`src/rtl/block_slot_loader.sv`:
```
// Slot-bus initiator: copies a sprite bitmap from a synchronous ROM into a block core's pixel RAM,
// then programs bypass/x0/y0/ctrl. Define BLOCK_SLOT_LOADER_VBLANK_SYNC_EN to hold the copy until vblank.
module block_slot_loader #(
    parameter int CD           = 12,
    parameter int ADDR_WIDTH   = 12,
    parameter int NWORDS       = 4096,
    parameter int VBLANK_START = 480
) (
    input  logic                  clk,
    input  logic                  reset,
    input  logic                  start,
    input  logic [10:0]           x0_in,
    input  logic [10:0]           y0_in,
    input  logic [3:0]            ctrl_in,
    input  logic [10:0]           y,
    output logic [ADDR_WIDTH-1:0] rom_addr,
    input  logic [CD-1:0]         rom_data,
    output logic                  cs,
    output logic                  write,
    output logic [13:0]           addr,
    output logic [31:0]           wr_data,
    output logic                  busy,
    output logic                  done
);

    localparam int WW = ADDR_WIDTH + 1;
    localparam logic [WW-1:0]         LAST   = WW'(NWORDS - 1);
    localparam logic [ADDR_WIDTH-1:0] LAST_A = ADDR_WIDTH'(NWORDS - 1);

    localparam logic [3:0] S_IDLE  = 4'd0;
    localparam logic [3:0] S_PRIME = 4'd1;
    localparam logic [3:0] S_COPY  = 4'd2;
    localparam logic [3:0] S_REG0  = 4'd3;
    localparam logic [3:0] S_REG1  = 4'd4;
    localparam logic [3:0] S_REG2  = 4'd5;
    localparam logic [3:0] S_REG3  = 4'd6;
    localparam logic [3:0] S_DONE  = 4'd7;
`ifdef BLOCK_SLOT_LOADER_VBLANK_SYNC_EN
    localparam logic [3:0] S_WAIT_VB = 4'd8;
    localparam logic [10:0] VB_Y     = 11'(VBLANK_START);
`else
    // Frame position only matters when the copy is synchronised to vblank.
    logic unused_y;
    assign unused_y = ^y;
`endif

    logic [3:0]    state_q, state_d;
    logic [WW-1:0] w_q, w_d;
    logic [WW-1:0] w_inc;
    logic [10:0]   x0_q, x0_d, y0_q, y0_d;
    logic [3:0]    ctrl_q, ctrl_d;

    assign w_inc = w_q + WW'(1);

    always_ff @(posedge clk or posedge reset) begin
        if (reset) begin
            state_q <= S_IDLE;
            w_q     <= '0;
            x0_q    <= '0;
            y0_q    <= '0;
            ctrl_q  <= '0;
        end else begin
            state_q <= state_d;
            w_q     <= w_d;
            x0_q    <= x0_d;
            y0_q    <= y0_d;
            ctrl_q  <= ctrl_d;
        end
    end

    always_comb begin
        state_d = state_q;
        w_d     = w_q;
        x0_d    = x0_q;
        y0_d    = y0_q;
        ctrl_d  = ctrl_q;
        case (state_q)
            S_IDLE: begin
                if (start) begin
                    x0_d   = x0_in;
                    y0_d   = y0_in;
                    ctrl_d = ctrl_in;
                    w_d    = '0;
`ifdef BLOCK_SLOT_LOADER_VBLANK_SYNC_EN
                    state_d = S_WAIT_VB;
`else
                    state_d = S_PRIME;
`endif
                end
            end
`ifdef BLOCK_SLOT_LOADER_VBLANK_SYNC_EN
            S_WAIT_VB: if (y >= VB_Y) state_d = S_PRIME;
`endif
            S_PRIME: state_d = S_COPY;
            // Counter is one bit wider than the RAM address so a full-size copy ends without wrapping.
            S_COPY: begin
                if (w_q == LAST) state_d = S_REG0;
                else             w_d     = w_inc;
            end
            S_REG0:  state_d = S_REG1;
            S_REG1:  state_d = S_REG2;
            S_REG2:  state_d = S_REG3;
            S_REG3:  state_d = S_DONE;
            S_DONE:  state_d = S_IDLE;
            default: state_d = S_IDLE;
        endcase
    end

    always_comb begin
        rom_addr = '0;
        cs       = 1'b0;
        write    = 1'b0;
        addr     = '0;
        wr_data  = '0;
        busy     = 1'b0;
        done     = 1'b0;
        case (state_q)
`ifdef BLOCK_SLOT_LOADER_VBLANK_SYNC_EN
            S_WAIT_VB: busy = 1'b1;
`endif
            S_PRIME: busy = 1'b1;
            // ROM runs one word ahead of the write; the look-ahead sticks at the last word.
            S_COPY: begin
                busy     = 1'b1;
                cs       = 1'b1;
                write    = 1'b1;
                addr     = {1'b0, 13'(w_q[ADDR_WIDTH-1:0])};
                wr_data  = 32'(rom_data);
                rom_addr = (w_q == LAST) ? LAST_A : w_inc[ADDR_WIDTH-1:0];
            end
            S_REG0: begin
                busy  = 1'b1;
                cs    = 1'b1;
                write = 1'b1;
                addr  = 14'h2000;
            end
            S_REG1: begin
                busy    = 1'b1;
                cs      = 1'b1;
                write   = 1'b1;
                addr    = 14'h2001;
                wr_data = 32'(x0_q);
            end
            S_REG2: begin
                busy    = 1'b1;
                cs      = 1'b1;
                write   = 1'b1;
                addr    = 14'h2002;
                wr_data = 32'(y0_q);
            end
            S_REG3: begin
                busy    = 1'b1;
                cs      = 1'b1;
                write   = 1'b1;
                addr    = 14'h2003;
                wr_data = 32'(ctrl_q);
            end
            S_DONE:  done = 1'b1;
            default: ;
        endcase
    end

endmodule

```
`config.mk`:
```
export PLATFORM = sky130hd
export DESIGN_NAME = block_slot_loader
export DESIGN_NICKNAME = d
export VERILOG_FILES = /design/src/rtl/block_slot_loader.sv
export SDC_FILE = /design/constraint.sdc
export NUM_CORES = 1
export LEC_CHECK = 0
export CORE_MARGIN = 5
export CORE_UTILIZATION = 47
export CTS_CLUSTER_SIZE = 24
export DETAILED_ROUTE_END_ITERATION = 8
export PLACE_DENSITY = 0.87
export SLEW_MARGIN = 10
export SYNTH_ARGS = -nofsm -noshare
export SYNTH_HDL_FRONTEND = slang
export SYNTH_SLANG_ARGS = --single-unit
```
`constraint.sdc`:
```
create_clock -name clk -period 3.4 [get_ports clk]
set_input_delay 0.85 -clock clk [delete_from_list [all_inputs] [get_ports clk]]
set_output_delay 0.85 -clock clk [all_outputs]
set_load 0.05 [all_outputs]
```
==> impl_results.md <==
- RR Startpoint: w_q[0]
- Register bit count reported by yosys: 42
- CP max FO: 10
- Sw Ratio: 0.469
- Clock tree buffer depth: 2
- Worst-Margin Slew: 0.590 ns
- DR iter-0 viols: 156
- Area delta synth->final: 39.6%
- Switch Pwr: 1.70 mW
- # IOs: 114
- Worst-Skew Late Latency: 0.29 ns
- Int Pwr: 1.92 mW
- Routed len/inst: 15.9 um
- Antenna viol nets, final: 0
- Critical Path Sink Type: output port
- Leak pwr: 1.59 nW
- Met2 wire length: 3.22 mm
- HPWL Detailed: 5.05 mm
- Vias in the first global route: 2379
- Synth warn: 0
- DR WL met3: 755 um
- Hold path start: x0_q[8]
- Seq pwr share: 0.255
- R2r worst-path depth: 5
- Setup_tns: 0 ns
- Register Area: 1050 um2
- Number of synthesized flops with an enable pin: 0
- Post-route minimum period: 3.20 ns
- Vias per cell: 5.56
- Hold worst-path end: x0_q[8]
- Reg2reg end: w_q[9]
- Setup CP Type: register to output port
- Gate power share: 0.635
- Width of the die: 85.9 um
- Via Count: 2363
- Drc violations: 0
- CP Buf/Inv Count: 1
- Worst path cell trace: ha_1 -> nand4_1 -> nor3_1 -> xnor2_1 -> a21oi_1 -> buf_12
- Place WS: 0.541 ns
- Ant. Diodes: 0
- Initial antenna violation count: 0
- Clock buffer count from CTS: 5
- First-pass GRT wire length: 11.1 mm
- CTS tree: built
- RSZ-0062 raised after global routing: no
- RD Place Congestion: 0.861
- Placeable core area: 5540 um2
- Top layer in use: met4
- H-tree levels: 2
- Largest net degree at the start of global routing: 43
- DIE HEIGHT: 85.9 um
- Post-CTS Setup Bufs: 0
- Outcome: finished clean
- Main synth FF type: dfrtp_1
- Total Wirelength: 6.78 mm
- Initial DRT Pass Iterations: 4
- Post-Route M1 WL: 2.74 mm
- Clock share of power: 0.111
- Fill cell count: 399
- Average size of a mapped cell: 9.57 um2
- Worst path slowest cell: dfrtp_1
- Slew HR: 0.602
- Worst Setup Start Kind: register
- Initial Util: 0.489
- Cell row count: 27
- Pwr per Cell Area: 958 nW/um2
- Seq/Total Area, Yosys: 0.388
- Worst Skew: 0.00207 ns
- Ys async rst share: 1.00
- CP required: 2.55 ns
- Final setup fails: 0
- Count of unique library cells instantiated by Yosys: 46
- Final Hold Vio Count: 0
- Multi-input logic area: 1420 um2
- Die footprint: 7380 um2
- Post-CTS Resized: 0
- Total gr overflow: 0
- CP delay by family, top: simple AND/OR/NAND/NOR gates
- DP Cell Count: 417
- Total Nets Final: 405
- Synthesized instance count: 283
- Peak supply drop: 0.000797 V
- Cts hold-fix bufs: 0
- Crit share post-route: 0.941
- Final Max Tran Viols: 0
- Worst setup slack after layout: 0.199 ns
- HP Class: register to register
- CTS sink cnt: 42
- R2R setup slack: 1.28 ns
- Share of layout cells above drive strength 1: 0.252
- GRT Resource Usage Total: 0.185
- Max-Cap Viols: 0
- Root buffer cell: clkbuf_8
- Fin cells: 425
- Worst-path clk slew: 0.08 ns
- Synth Cell Area: 2710 um2
- WHS: 0.512 ns
- CP max stage delay: 0.53 ns
- Hold path cells: 1
- Data arrival, critical path: 2.35 ns
- Port bufs: 81
- Max Freq: 312 MHz
==> worst max-delay path by stage <==
stage	depth (start not counted)	end	from	slack [ns]
finish	6	rom_addr[10]	w_q[0]	0.20
global route	6	rom_addr[10]	w_q[0]	0.07
CTS	6	rom_addr[10]	w_q[0]	0.22
detailed placement	6	rom_addr[1]	w_q[0]	0.54
global placement	6	rom_addr[10]	w_q[0]	0.60
floorplan	5	rom_addr[11]	w_q[1]	0.34
==> state kept, by name, summed over array words and instances, names as in the netlist <==
register	count
y0_q	11
state_q	3
w_q	13
ctrl_q	4
x0_q	11
==> power groups by stage <==
stage / registers (mW) / clock network [mW] / logic (mW)
finish: 0.922 / 0.401 / 2.30
global route: 0.955 / 0.432 / 2.43
floorplan: 0.785 / 0 / 1.57
global placement: 0.916 / 0 / 2.26
detailed placement: 0.926 / 0 / 2.30
CTS: 0.918 / 0.404 / 2.31
==> layout make-up <==
class | instances | area share
well taps | 72 | 0.0238
flip-flops and latches | 42 | 0.278
clock inverters | 2 | 0.00993
inverters | 3 | 0.00298
multi-input cells | 212 | 0.377
clock buffers | 6 | 0.0192
repair buffers | 88 | 0.289
==> synth_stat cells, drive strengths merged (3+ instances only) <==
cell	count	share of area
nor3	4	0.011
xnor2	8	0.026
a21oi	25	0.046
mux2	26	0.11
nand2b	3	0.0069
nand2	29	0.040
o21ai	16	0.030
dfrtp	42	0.39
a211oi	3	0.0083
nor2	9	0.016
a311oi	4	0.020
nor2b	4	0.0092
inv	3	0.0042
nand3	4	0.0074
a22o	4	0.013
nand4	3	0.0092
and4	4	0.013
buf	41	0.10
mux2i	8	0.030
clkbuf	5	0.0079
a22oi	4	0.011
and3	14	0.032
==> through the flow <==
step | cell area (um2) | utilization | total power [mW]
floorplan | 2780 | - | 2.36
global placement | 3670 | 0.662 | 3.17
detailed placement | 3670 | 0.662 | 3.23
CTS | 3780 | 0.682 | 3.64
global route | 3780 | 0.682 | 3.82
finish | 3780 | 0.682 | 3.62
==> cells in the final DEF, fill, tap and decap left out, types with 4 or more instances in the layout <==
master	n
clkdlybuf4s50_1	43
dfrtp_1	42
nand2_1	29
mux2_2	26
buf_12	26
a21oi_1	25
conb_1	21
buf_4	19
o21ai_0	16
and3_1	14
mux2i_1	8
xnor2_1	8
nor2_1	7
clkbuf_8	5
nor2b_1	4
nand3_1	4
and4_1	4
a22oi_1	4
a22o_1	4
==> metal layers <==
layer / up-vias / track usage
li1: 1110 / -
met1: 1128 / 0.226
met2: 117 / 0.306
met3: 8 / 0.0644
met4: 0 / 0.0561
met5: - / 0
==> logic make-up after synthesis <==
group                    count (synthesis)  share of synthesized area
AND/OR/NAND/NOR                         80                      0.163
AO/OA/AOI/OAI                           67                      0.163
buffers and inverters                   49                      0.114
flip-flops                              42                      0.388
multiplexers                            34                      0.138
XOR/XNOR                                 9                     0.0291
adder cells (fa/ha/maj)                  1                    0.00462
other                                    1                    0.00138
==> worst register-to-register path: cells and delay by family, from the launching register on <==
family	cells	cell delay, ns
and+or+nand+nor	3	0.81
DFF	1	0.53
AOI/OAI and AO/OA	1	0.31
adders and majority gates	1	0.35
Power figures use the tool's default switching activity.
